**src/rtl/shift_sequencer_pkg.sv**
```systemverilog
// Shared encodings for the iterative shift/rotate sequencer.
// Also holds small decode helpers used by the datapath stage.
package shift_sequencer_pkg;

  localparam logic [1:0] OP_ROL = 2'b00;
  localparam logic [1:0] OP_SLL = 2'b01;
  localparam logic [1:0] OP_ROR = 2'b10;
  localparam logic [1:0] OP_SRL = 2'b11;

  typedef enum logic [1:0] {
    StIdle  = 2'b00,
    StShift = 2'b01,
    StDone  = 2'b10
  } state_e;

  // op[1] selects direction, op[0] clear means the displaced bits wrap around
  function automatic logic op_is_right(input logic [1:0] op);
    return op[1];
  endfunction

  function automatic logic op_is_rotate(input logic [1:0] op);
    return ~op[0];
  endfunction

endpackage

```
**src/rtl/shift_sequencer_if.sv**
```systemverilog
// Request/result bundle between the execute stage and the shift sequencer.
interface shift_sequencer_if #(
    parameter int unsigned Width = 16,
    parameter int unsigned CntW  = 4
) ();

    logic             Start;
    logic [1:0]       Op;
    logic [Width-1:0] In;
    logic [CntW-1:0]  Cnt;
    logic             Busy;
    logic             Done;
    logic [Width-1:0] Out;

    modport master (
        output Start, Op, In, Cnt,
        input  Busy, Done, Out
    );

    modport slave (
        input  Start, Op, In, Cnt,
        output Busy, Done, Out
    );

endinterface

```
**src/rtl/dff.sv**
```systemverilog
// Register cell with synchronous active-high reset to zero.
module dff #(
    parameter int unsigned Width = 1
) (
    input  logic             clk_i,
    input  logic             rst_i,
    input  logic [Width-1:0] d_i,
    output logic [Width-1:0] q_o
);

    always_ff @(posedge clk_i) begin
        if (rst_i) begin
            q_o <= '0;
        end else begin
            q_o <= d_i;
        end
    end

endmodule

```
**src/rtl/mux2_1.sv**
```systemverilog
// Single-bit 2:1 multiplexer cell.
module mux2_1 (
    input  logic a_i,
    input  logic b_i,
    input  logic sel_i,
    output logic y_o
);

    assign y_o = sel_i ? b_i : a_i;

endmodule

```
**src/rtl/shift_sequencer_stage.sv**
```systemverilog
// One power-of-two shift/rotate stage; amount is 2^stage_i, bypassed when en_i is low.
module shift_stage
  import shift_sequencer_pkg::*;
#(
    parameter int unsigned Width  = 16,
    parameter int unsigned StageW = 2
) (
    input  logic [Width-1:0]  data_i,
    input  logic [1:0]        op_i,
    input  logic [StageW-1:0] stage_i,
    input  logic              en_i,
    output logic [Width-1:0]  result_o
);

    int unsigned      amt;
    logic [Width-1:0] left_shift;
    logic [Width-1:0] right_shift;
    logic [Width-1:0] left_wrap;
    logic [Width-1:0] right_wrap;
    logic [Width-1:0] base;
    logic [Width-1:0] wrap;
    logic [Width-1:0] fill;
    logic             dir_right;
    logic             rotate;

    assign dir_right = op_is_right(op_i);
    assign rotate    = op_is_rotate(op_i);

    // amt never exceeds Width/2, so the wrap shifts stay inside the word
    always_comb begin
        amt         = 32'd1 << stage_i;
        left_shift  = data_i << amt;
        right_shift = data_i >> amt;
        left_wrap   = data_i >> (Width - amt);
        right_wrap  = data_i << (Width - amt);
    end

    for (genvar i = 0; i < Width; i++) begin : g_bit
        mux2_1 u_base_mux (
            .a_i  (left_shift[i]),
            .b_i  (right_shift[i]),
            .sel_i(dir_right),
            .y_o  (base[i])
        );

        mux2_1 u_wrap_mux (
            .a_i  (left_wrap[i]),
            .b_i  (right_wrap[i]),
            .sel_i(dir_right),
            .y_o  (wrap[i])
        );

        mux2_1 u_fill_mux (
            .a_i  (1'b0),
            .b_i  (wrap[i]),
            .sel_i(rotate),
            .y_o  (fill[i])
        );

        mux2_1 u_en_mux (
            .a_i  (data_i[i]),
            .b_i  (base[i] | fill[i]),
            .sel_i(en_i),
            .y_o  (result_o[i])
        );
    end

endmodule

```
**src/rtl/shift_sequencer.sv**
```systemverilog
// Iterative barrel shifter: applies shifts of 8, 4, 2, 1 over four cycles, then pulses Done.
// Out is only written on the final stage, so an aborted operation never reaches it.
module shift_sequencer
  import shift_sequencer_pkg::*;
#(
    parameter int unsigned Width = 16,
    parameter int unsigned CntW  = 4
) (
    input  logic               clk,
    input  logic               rst,
    shift_sequencer_if.slave   bus_io
);

    localparam int unsigned StageW = (CntW > 1) ? $clog2(CntW) : 1;

    logic [1:0]        state_raw_q;
    state_e            state_q;
    state_e            state_d;
    logic [Width-1:0]  data_q;
    logic [Width-1:0]  data_d;
    logic [CntW-1:0]   cnt_q;
    logic [CntW-1:0]   cnt_d;
    logic [1:0]        op_q;
    logic [1:0]        op_d;
    logic [StageW-1:0] stage_q;
    logic [StageW-1:0] stage_d;
    logic [Width-1:0]  out_q;
    logic [Width-1:0]  out_d;
    logic [Width-1:0]  stage_res;
    logic              busy;
    logic              done;

    assign state_q = state_e'(state_raw_q);

    dff #(.Width(2)) u_state_reg (
        .clk_i(clk),
        .rst_i(rst),
        .d_i  (state_d),
        .q_o  (state_raw_q)
    );

    dff #(.Width(Width)) u_data_reg (
        .clk_i(clk),
        .rst_i(rst),
        .d_i  (data_d),
        .q_o  (data_q)
    );

    dff #(.Width(CntW)) u_cnt_reg (
        .clk_i(clk),
        .rst_i(rst),
        .d_i  (cnt_d),
        .q_o  (cnt_q)
    );

    dff #(.Width(2)) u_op_reg (
        .clk_i(clk),
        .rst_i(rst),
        .d_i  (op_d),
        .q_o  (op_q)
    );

    dff #(.Width(StageW)) u_stage_reg (
        .clk_i(clk),
        .rst_i(rst),
        .d_i  (stage_d),
        .q_o  (stage_q)
    );

    dff #(.Width(Width)) u_out_reg (
        .clk_i(clk),
        .rst_i(rst),
        .d_i  (out_d),
        .q_o  (out_q)
    );

    shift_stage #(
        .Width (Width),
        .StageW(StageW)
    ) u_stage (
        .data_i  (data_q),
        .op_i    (op_q),
        .stage_i (stage_q),
        .en_i    (cnt_q[stage_q]),
        .result_o(stage_res)
    );

    always_comb begin
        state_d = state_q;
        data_d  = data_q;
        cnt_d   = cnt_q;
        op_d    = op_q;
        stage_d = stage_q;
        out_d   = out_q;
        busy    = 1'b0;
        done    = 1'b0;

        unique case (state_q)
            StIdle: begin
                if (bus_io.Start) begin
                    state_d = StShift;
                    data_d  = bus_io.In;
                    cnt_d   = bus_io.Cnt;
                    op_d    = bus_io.Op;
                    stage_d = StageW'(CntW - 1);
                end
            end
            StShift: begin
                busy    = 1'b1;
                data_d  = stage_res;
                stage_d = stage_q - 1'b1;
                if (stage_q == '0) begin
                    out_d   = stage_res;
                    state_d = StDone;
                end
            end
            StDone: begin
                done = 1'b1;
                // Back-to-back request: no idle bubble between operations
                if (bus_io.Start) begin
                    state_d = StShift;
                    data_d  = bus_io.In;
                    cnt_d   = bus_io.Cnt;
                    op_d    = bus_io.Op;
                    stage_d = StageW'(CntW - 1);
                end else begin
                    state_d = StIdle;
                end
            end
            default: begin
                state_d = StIdle;
            end
        endcase
    end

    assign bus_io.Busy = busy;
    assign bus_io.Done = done;
    assign bus_io.Out  = out_q;

endmodule

```
**src/flat_wrapper.sv**
```systemverilog
// flat-port wrapper written by rule: the top's interface ports become plain ports
module shift_sequencer_flat import shift_sequencer_pkg::*;
#(
    parameter int unsigned Width = 16,
    parameter int unsigned CntW  = 4
)
  (clk, rst, bus_io_Start, bus_io_Op, bus_io_In, bus_io_Cnt, bus_io_Busy, bus_io_Done, bus_io_Out);
  shift_sequencer_if #(.Width(Width), .CntW(CntW)) bus_io_i ();
  input  logic clk;
  input  logic rst;
  input wire logic [$bits(bus_io_i.Start)-1:0] bus_io_Start;
  input wire logic [$bits(bus_io_i.Op)-1:0] bus_io_Op;
  input wire logic [$bits(bus_io_i.In)-1:0] bus_io_In;
  input wire logic [$bits(bus_io_i.Cnt)-1:0] bus_io_Cnt;
  output wire logic [$bits(bus_io_i.Busy)-1:0] bus_io_Busy;
  output wire logic [$bits(bus_io_i.Done)-1:0] bus_io_Done;
  output wire logic [$bits(bus_io_i.Out)-1:0] bus_io_Out;
  assign bus_io_i.Start = bus_io_Start;
  assign bus_io_i.Op = bus_io_Op;
  assign bus_io_i.In = bus_io_In;
  assign bus_io_i.Cnt = bus_io_Cnt;
  assign bus_io_Busy = bus_io_i.Busy;
  assign bus_io_Done = bus_io_i.Done;
  assign bus_io_Out = bus_io_i.Out;
  shift_sequencer #(.Width(Width), .CntW(CntW)) u_core (.clk(clk), .rst(rst), .bus_io(bus_io_i));
endmodule
```
**config.mk**
```make
export PLATFORM = sky130hd
export DESIGN_NAME = shift_sequencer_flat
export DESIGN_NICKNAME = d
export VERILOG_FILES = /design/src/rtl/shift_sequencer_pkg.sv /design/src/rtl/shift_sequencer_if.sv /design/src/rtl/dff.sv /design/src/rtl/mux2_1.sv /design/src/rtl/shift_sequencer_stage.sv /design/src/rtl/shift_sequencer.sv /design/src/flat_wrapper.sv
export SDC_FILE = /design/constraint.sdc
export NUM_CORES = 1
export LEC_CHECK = 0
export ABC_AREA = 1
export CAP_MARGIN = 20
export CORE_MARGIN = 3
export CORE_UTILIZATION = 26
export DETAILED_ROUTE_END_ITERATION = 6
export MAX_ROUTING_LAYER = met4
export PLACE_DENSITY_LB_ADDON = 0.08
export SYNTH_ARGS = -nofsm -noshare
export SYNTH_HDL_FRONTEND = slang
export SYNTH_SLANG_ARGS = --single-unit
export TNS_END_PERCENT = 30
```
**constraint.sdc**
```tcl
create_clock -name clk -period 2.8 [get_ports clk]
set_input_delay 0.42 -clock clk [delete_from_list [all_inputs] [get_ports clk]]
set_output_delay 0.42 -clock clk [all_outputs]
set_load 0.05 [all_outputs]
```
Word-level counts from Yosys, hierarchy flattened:

Index checks and enable logic that the tools add are counted.
Widths: inputs -> output; s select.

* output and inout bits: 18
* word-level logic and storage cells: 119
* bits in registers: 42
* input port bits: 25

* add/sub/neg operators: 2
* shifts and indexed selects: 5
* bitwise gates (word level): 16
* reductions and logical operators: 8
* equal/unequal tests: 5
* muxes and demuxes: 76
* order comparisons: 1

Operators by type and width (count)
* $mux 1: 68
* $shl 16x32->16: 2
* $shr 16x32->16: 2
* $pmux 16 s2: 1
* $shl 1x2->32 const A: 1
* $sub 5x32->32 const A: 1
* $mux 16: 1
* $or 1x1->1: 16
* $reduce_and 2->1: 4
* $mux 2: 3
* $pmux 2 s3: 1
* $logic_not 2->1: 2
* $ne 2x1->1 const B: 2
* $pmux 2 s2: 1
* $lt 2x3->1 const B: 1
* $bmux 1 s2: 1
* $eq 2x1->1 const B: 1
* $eq 2x2->1 const B: 1
* $ne 2x2->1 const B: 1
* $reduce_bool 2->1: 1
* $reduce_or 2->1: 1
* $sub 2x1->2 const B: 1

Longest topological paths before layout:

Gate-level depths: netlist of run 1.

* word-level depth: 8
* mapped depth: 17
* mapped depth without buffers: 15

Cells and area by module:

From an unflattened synthesis of run 1, not the netlist that was laid out.

* cell total of the unflattened synthesis: 822
* area total of the unflattened synthesis: 4157.7 um^2

By module, submodules not included
* shift_sequencer: area each 1051.0 um^2, seq. area each 0.0 um^2, cells an instance 245, instances 1
* mux2_1: area each 15.0 um^2, seq. area each 0.0 um^2, cells an instance 4, instances 64
* dff (u_core.u_data_reg ...): area each 474.2 um^2, seq. area each 320.3 um^2, cells an instance 50, instances 2
* shift_stage: area each 922.1 um^2, seq. area each 0.0 um^2, cells an instance 191, instances 1
* dff (u_core.u_op_reg ...): area each 55.1 um^2, seq. area each 40.0 um^2, cells an instance 6, instances 3
* dff (u_core.u_cnt_reg): area each 110.1 um^2, seq. area each 80.1 um^2, cells an instance 12, instances 1

Worst setup path after synthesis of run 1:

OpenSTA, ideal clock, no wires.

* path kind: register to register
* start: register u_core.u_stage_reg.q_o[1]
* end: register u_core.u_data_reg.q_o[2]
* path buffers: 4
* cell stages (with the launch flop): 18
* arrival time: 2.201 ns
* clock period less this slack: 2.270 ns
* required time: 2.730 ns
* setup time: 0.070 ns
* path slack: 0.530 ns
* cells stage by stage: dfxtp_1 -> inv_1 -> ha_1 -> buf_4 -> inv_2 -> buf_2 -> ha_1 -> buf_2 -> inv_1 -> buf_2 -> nand2_1 -> nand2_1 -> nand3_1 -> nand2_1 -> nor2_1 -> nand2_1 -> nand3_1 -> a21oi_1

* longest elaborated chain between the ends: 8
* elaborated cells on any way between the ends: 14
* classes of those cells: add/sub: 1; shift: 5; mux: 7; bitwise: 1

RTL lines
* from (decl): RTL line dff.sv:8 `output logic [Width-1:0] q_o`
* from (signal assigned): RTL line dff.sv:15 `q_o <= d_i;`
* $shl 1x2->32: RTL line shift_sequencer_stage.sv:31 `amt = 32'd1 << stage_i;`
* $sub 5x32->32: RTL line shift_sequencer_stage.sv:34, shift_sequencer_stage.sv:35
* $shr 16x32->16 / $shl 16x32->16 (equally long branches): RTL line shift_sequencer_stage.sv:34, shift_sequencer_stage.sv:35
* $mux 1 (2 in series): RTL line mux2_1.sv:9 `assign y_o = sel_i ? b_i : a_i;`
* $or 1x1->1: RTL line shift_sequencer_stage.sv:62 `.b_i (base[i] | fill[i]),`
* $mux 1 (*): RTL line mux2_1.sv:9
* $pmux 16 s2 (*): RTL line shift_sequencer.sv:98 `unique case (state_q)`
* to (signal assigned): RTL line dff.sv:15
* to (decl): RTL line dff.sv:8

Mark *: on every way between the ends. The rest lies on a longest branch, timed or not. The select of a mux whose other input is x is not followed.
A chain may end at the register's enable or synchronous reset.

Final worst setup path of run 1:

* start: register u_core.u_stage_reg.q_o[0]
* end: register u_core.u_data_reg.q_o[3]

Same word-level chain as after synthesis.

==> key figures, run 1 <==
Synthesis
  – Ys Warns: 0
  – Register area share after synthesis: 22.6%
  – Top post-synthesis cells by area: dfxtp_1, nand2_1, nand3_1
  – Mapped Avg Cell Area: roughly 5.7 µm²
  – Yosys top cell by area: dfxtp_1
  – Mapped Cells: 655
  – Synth Register Bits: between 40 and 50
  – Syn nets: about 690
  – Post-Syn Area: about 3700 µm²
  – Synth top area share: between 20% and 30%
  – Post-synthesis cell type count: 31

Die
  – Top Ports: 43
  – Die area: roughly 16,000 µm²
  – Initial Utilization: between 20% and 30%
  – Die Y: roughly 130 µm
  – Core area: about 14,000 µm²
  – Floorplan row count: 43
  – Die width: ~130 µm

STA
  – Fin crit share: between 80 and 90%
  – Fin Setup TNS: 0 ns
  – Tmin final: 2.42 ns
  – Slew Viols, Final: 0
  – Final setup viols: 0
  – Achievable Freq: ~410 MHz
  – Max-slew headroom: between 50 and 60%
  – RSZ-0062 raised after global routing: false
  – Final Hold Viols: 0
  – Final Skew: slightly below 0.007 ns
  – Slew @ Worst Pin: approximately 0.72 ns

Drt
  – Pre-antenna DRT Iters: 5
  – Routed len/inst: ~18 µm
  – Vias/cell: between 5 and 6
  – WL met1: approximately 7600 µm
  – Uppermost layer routed: met4
  – WL final: between 15,000 and 20,000 µm
  – Drc violations: 0
  – DR WL met2: approximately 6800 µm
  – ANT nets after route: 0
  – Via count: between 4,000 and 5,000
  – Met3 wire len: about 1100 µm
  – Initial DRC count: 402

Power and ir drop
  – Lkg Pwr: between 0.0015 and 0.002 µW
  – Power per cell area: between 600 and 700 nW/µm²
  – Maximum vdd ir drop: around 0.23 mV
  – Power Total: roughly 2800 µW

Global routing
  – Number of global-route vias before repair: 4,167
  – GRT overflow: 0
  – Largest net degree at the start of global routing: 38
  – Total GRT Usage: roughly a fifth
  – Antenna violations before repair: 0
  – First-pass GRT wire length: roughly 24,000 µm

Flow run
  – Max_cap viols: 0

Clock tree
  – H-tree Lvls: 2
  – CTS sink cnt: 42
  – CTS tree: yes
  – Worst-case clock buffer depth: 2
  – Clk_lat worst skew: 0.29 ns
  – Post-cts resize count: 0
  – CTS buffer count: 5
  – # hold bufs at CTS: 0
  – Worst-path clk slew: around 0.070 ns
  – Clk Tree Root Cell: clkbuf_16
  – Post-CTS Setup Inserts: 0

Placed design
  – IO Port Bufs: 42
  – Placer Congestion: a little over 0.9
  – Post-DP HPWL: between 10,000 and 15,000 µm

Final layout
  – Total Nets Final: 718
  – Area Growth Syn to Fin: 19.3%
  – N_diodes: 0
  – Fillers: around 1,600
  – Finished Core Util: between 30% and 40%
  – Share of layout cells above drive strength 1: under 10%

Critical path
  – Worst setup path category: reg2reg
  – Reg2reg start: u_core.u_stage_reg.q_o[0]
  – CP Data Required Time: between 3 and 4 ns
  – RR Endpoint: u_core.u_data_reg.q_o[3]
  – CP Max Fanout: 11
  – FF-to-FF path depth: 8
  – Startpoint types: flop
  – WP data arrival: between 2 and 3 ns
  – Flop2flop setup slack: between 0.3 and 0.4 ns
  – Crit. End Element: flop

Hold path
  – Hold Crit Start: u_core.u_cnt_reg.q_o[1]
  – Hold/Removal Path Class: reg2reg
  – Worst hold stages: 2
  – Hold EP: u_core.u_cnt_reg.q_o[1]

Status
  – Outcome: complete, no violations
==> cell usage after synthesis <==
| library cell | instances |
|---|---|
| nand2_1 | 208 |
| nand3_1 | 117 |
| o21ai_0 | 54 |
| nor2_1 | 50 |
| a21oi_1 | 42 |
| dfxtp_1 | 42 |
| inv_1 | 36 |
| buf_2 | 16 |
| o211ai_1 | 14 |
| clkbuf_1 | 10 |
| inv_2 | 7 |
| o21ai_1 | 7 |
| buf_6 | 6 |
| ha_1 | 6 |
| nand4_1 | 6 |
| buf_4 | 5 |
| nand2_2 | 5 |
| nor2_2 | 4 |
| or2_2 | 4 |
| nor2_4 | 3 |
| a21oi_2 | 2 |
| a31oi_1 | 2 |
| a211oi_1 | 1 |
| buf_1 | 1 |
| clkinv_1 | 1 |
| inv_4 | 1 |
| nand3b_1 | 1 |
| nor3_1 | 1 |
| o21a_1 | 1 |
| o21ai_2 | 1 |
| xnor2_2 | 1 |
==> cell families after synthesis <==
family / share of synthesized area, %
flops: 22.6
simple gates: 46.2
compound gates: 18.1
fa+ha+maj: 2.02
xor+xnor: 0.437
buf+inv: 10.7
==> placed cells by master, fill, tap and decap left out, drive strengths merged, types with 2 or more instances in the layout <==
cell type	Yosys	final
ha	6	6
dfxtp	42	42
nand2	213	213
clkdlybuf4s50	0	42
clkinvlp	0	2
o211ai	14	14
or2	4	4
nand3	117	117
buf	28	21
inv	44	44
clkbuf	10	5
o21ai	62	62
a21oi	44	44
a31oi	2	2
nor2	57	57
nand4	6	6
==> how the worst max path moves through the flow <==
stage          depth (start not counted)  slack, ns                       from                        to
6_report                               8       0.38  u_core.u_stage_reg.q_o[0]  u_core.u_data_reg.q_o[3]
5_1_grt                               13       0.17  u_core.u_stage_reg.q_o[0]  u_core.u_data_reg.q_o[8]
4_1_cts                               13       0.40  u_core.u_stage_reg.q_o[0]  u_core.u_data_reg.q_o[8]
3_5_place_dp                          13       0.42  u_core.u_stage_reg.q_o[0]  u_core.u_data_reg.q_o[8]
3_3_place_gp                           8       0.40  u_core.u_stage_reg.q_o[0]   u_core.u_out_reg.q_o[3]
2_1_floorplan                         17       0.53  u_core.u_stage_reg.q_o[1]  u_core.u_data_reg.q_o[2]
==> flip-flops by register name, indices dropped and copies added (netlist names) <==
| register | count |
|---|---|
| u_core.u_out_reg.q_o | 16 |
| u_core.u_data_reg.q_o | 16 |
| u_core.u_state_reg.q_o | 2 |
| u_core.u_cnt_reg.q_o | 4 |
| u_core.u_op_reg.q_o | 2 |
| u_core.u_stage_reg.q_o | 2 |
==> cell type report <==
type                            instances  area [µm²]  area share [%]
Timing Repair Buffer                   63         578            13.0
Inverter                               45         171            3.86
Sequential cell                        42         841            18.9
Multi-Input combinational cell        530        2480            56.0
Clock buffer                            5         125            2.82
Clock inverter                          2        15.0           0.338
Tap cell                              180         225            5.07
==> layer usage <==
metal | up-vias | GRT usage (%)
met5 | - | -
met4 | 0 | 6.57
met3 | 21 | 2.59
met2 | 201 | 29.5
met1 | 2078 | 28.8
li1 | 2235 | -
==> where the power goes <==
group          total, µW  internal [µW]  switching [µW]
registers            734            661            73.4
clock network        590            326             264
logic               1460            440            1020
==> worst max-delay path, stage by stage, from the launching register on <==
cell and delay (ns):
dfxtp_1 0.37, ha_1 0.41, nor2_1 0.63, inv_1 0.23, nor2_1 0.18, nor2_1 0.07
nand4_1 0.20, nand3_1 0.12, a21oi_1 0.13
==> through the flow <==
step	area (µm²)	hold slack, ns	setup WS, ns	std cells
after global routing	4440	0.483	0.172	867
after CTS	4440	0.467	0.402	867
after global placement	4300	0.453	0.404	860
after detailed placement	4300	0.458	0.425	860
after floorplan	3720	0.429	0.530	655
final	4440	0.466	0.380	867
(Power assumes the default switching activity.)
==> inputs of run 2 (changes only) <==
--- a/config.mk
+++ b/config.mk
@@ -7,8 +7,10 @@
 export LEC_CHECK = 0
 export ABC_AREA = 1
 export CAP_MARGIN = 20
+export CELL_PAD_IN_SITES_DETAIL_PLACEMENT = 1
+export CELL_PAD_IN_SITES_GLOBAL_PLACEMENT = 2
 export CORE_MARGIN = 3
-export CORE_UTILIZATION = 26
+export CORE_UTILIZATION = 29
 export DETAILED_ROUTE_END_ITERATION = 6
 export MAX_ROUTING_LAYER = met4
 export PLACE_DENSITY_LB_ADDON = 0.08
==> key figures, run 2 (same netlist as run 1, synthesis figures left out) <==
STA
  – Final Hold Viols: 0
  – Tmin final: ~2.4 ns
  – Max-slew headroom: between 50% and 60%
  – RSZ-0062 raised after global routing: false
  – Fin crit share: slightly below 90%
  – WHS: 0.453 ns
  – Achievable Freq: 412 MHz
  – Fin Setup TNS: 0 ns
  – Slew @ Worst Pin: 0.619 ns
  – Final Skew: 0.00577 ns
  – Final setup viols: 0
  – Slew Viols, Final: 0

Clock tree
  – CTS sink cnt: between 40 and 50
  – Clk Tree Root Cell: clkbuf_16
  – Post-cts resize count: 0
  – H-tree Lvls: 2
  – CTS buffer count: 5
  – Worst-case clock buffer depth: 2
  – # hold bufs at CTS: 0
  – CTS tree: yes
  – Worst-path clk slew: around 0.060 ns
  – Post-CTS Setup Inserts: 0
  – Clk_lat worst skew: about 0.29 ns

Hold path
  – Hold Crit Start: u_core.u_cnt_reg.q_o[3]
  – Hold/Removal Path Class: reg2reg
  – Worst hold stages: 2
  – Hold EP: u_core.u_cnt_reg.q_o[3]

Critical path
  – CP Data Required Time: between 2 and 3 ns
  – Crit. End Element: flop
  – Slowest stage delay, CP: 0.38 ns
  – Reg2reg start: u_core.u_stage_reg.q_o[0]
  – FF-to-FF path depth: 14
  – WP data arrival: 2.59 ns
  – Worst setup path category: reg2reg
  – CP Max Fanout: 21
  – Cell count along the critical path: 14
  – CP max-delay cell: dfxtp_1
  – CP Buf/Inv Count: 2
  – Delay-heaviest family, CP: simple AND/OR/NAND/NOR gates
  – Startpoint types: flop
  – Worst path cell trace: inv_1 -> ha_1 -> buf_4 -> nand2_1 -> nand2_2 -> nand2_1 -> nand4_1 -> nand2_1 -> nor2_1 -> nand2_1 -> nand2_1 -> nand2_1 -> nand2_1 -> a21oi_1
  – Cell mode on critical path: nand2_1
  – RR Endpoint: u_core.u_data_reg.q_o[13]
  – Flop2flop setup slack: approximately 0.37 ns

Power and ir drop
  – Clock Power Share: between 20% and 30%
  – Power per cell area: between 600 and 700 nW/µm²
  – Sw Ratio: between 40% and 50%
  – Maximum vdd ir drop: about 0.21 mV
  – Power share of the combinational group: between 50% and 60%
  – Net Sw Power: approximately 1400 µW
  – Pint: roughly 1500 µW
  – Seq pwr share: 25.9%
  – Lkg Pwr: ~0.0019 µW

Final layout
  – Most frequent cells in the layout: nand2_1, nand3_1, o21ai_0
  – Share of layout cells above drive strength 1: 8.02%
  – Fillers: between 1,500 and 2,000
  – Largest registers: u_core.u_data_reg.q_o (16), u_core.u_out_reg.q_o (16), u_core.u_cnt_reg.q_o (4)
  – Post-route cell area: around 4400 µm²
  – Area of the multi-input gates: 2480 µm²
  – Commonest non-fill, non-tap cell in the layout: nand2_1
  – Reg area: between 800 and 900 µm²
  – N_diodes: 0
  – Total Nets Final: 716
  – Area Growth Syn to Fin: 18.9%

Placed design
  – IO Port Bufs: between 40 and 50
  – Dpl cell area: between 4000 and 5000 µm²
  – Post-DP HPWL: about 13,000 µm
  – Placer Congestion: around 0.92

Drt
  – Pre-antenna DRT Iters: 4
  – Via count: approximately 4,600
  – WL final: ~17,000 µm
  – Routed len/inst: between 15 and 20 µm
  – Drc violations: 0
  – Initial DRC count: approximately 380
  – ANT nets after route: 0
  – Vias/cell: about 5.3

Global routing
  – Antenna violations before repair: 0
  – Total GRT Usage: ~24%
  – Largest net degree at the start of global routing: 34
  – First-pass GRT wire length: about 26,000 µm
  – Number of global-route vias before repair: 4,671
  – GRT overflow: 0

Die
  – Core area: approximately 12,000 µm²
  – Top Ports: between 40 and 50
  – Initial Utilization: 30.4%
  – Die Y: about 120 µm
  – Floorplan row count: 40
  – Die area: ~14,000 µm²
  – Die width: 119 µm

Flow run
  – Max_cap viols: 0

Status
  – Outcome: complete, no violations
## run 2: how the worst max path moves through the flow
stage | start | end | slack, ns
final | u_core.u_stage_reg.q_o[0] | u_core.u_data_reg.q_o[13] | 0.37
after global routing | u_core.u_stage_reg.q_o[0] | u_core.u_data_reg.q_o[13] | 0.15
after CTS | u_core.u_stage_reg.q_o[0] | u_core.u_data_reg.q_o[13] | 0.40
after detailed placement | u_core.u_stage_reg.q_o[0] | u_core.u_data_reg.q_o[13] | 0.39
after global placement | u_core.u_stage_reg.q_o[0] | u_core.u_data_reg.q_o[13] | 0.47
after floorplan | u_core.u_stage_reg.q_o[1] | u_core.u_data_reg.q_o[2] | 0.53
## run 2: metrics by stage
stage | power, µW | cells | utilization, % | setup slack [ns]
floorplan | 1730 | 655 | - | 0.530
global placement | 2200 | 846 | 34.8 | 0.469
detailed placement | 2200 | 846 | 34.8 | 0.394
CTS | 2830 | 854 | 36.1 | 0.403
global route | 3040 | 854 | 36.1 | 0.145
finish | 2830 | 854 | 36.1 | 0.373
## run 2: layer usage
metal | global-route usage (%) | share of wire [%] | routed length [µm] | up-vias
li1 | - | - | - | 2229
met1 | 34.2 | 50 | 8360 | 2171
met2 | 35.8 | 43 | 7170 | 120
met3 | 3.47 | 4.4 | 733 | 37
met4 | 7.59 | 2.8 | 471 | 0
met5 | - | 0 | 0 | -
## run 2: cell type report
class | instances | area share, %
multi-input combinational | 530 | 56.1
clock inverter | 2 | 0.368
sequential | 42 | 19.0
inverter | 45 | 3.87
timing repair buffer | 61 | 12.7
clock buffer | 6 | 3.14
tap | 168 | 4.75
## run 2: power by group through the flow
stage	sequential, µW	combinational, µW	clock, µW
4_1_cts	732	1460	641
6_report	734	1480	625
3_3_place_gp	744	1450	0
3_5_place_dp	744	1450	0
5_1_grt	742	1630	664
2_1_floorplan	774	957	0
## run 2: worst min-delay path: stages (launching register included)
cell     delay, ns
dfxtp_1       0.30
inv_1         0.06
a21oi_1       0.05
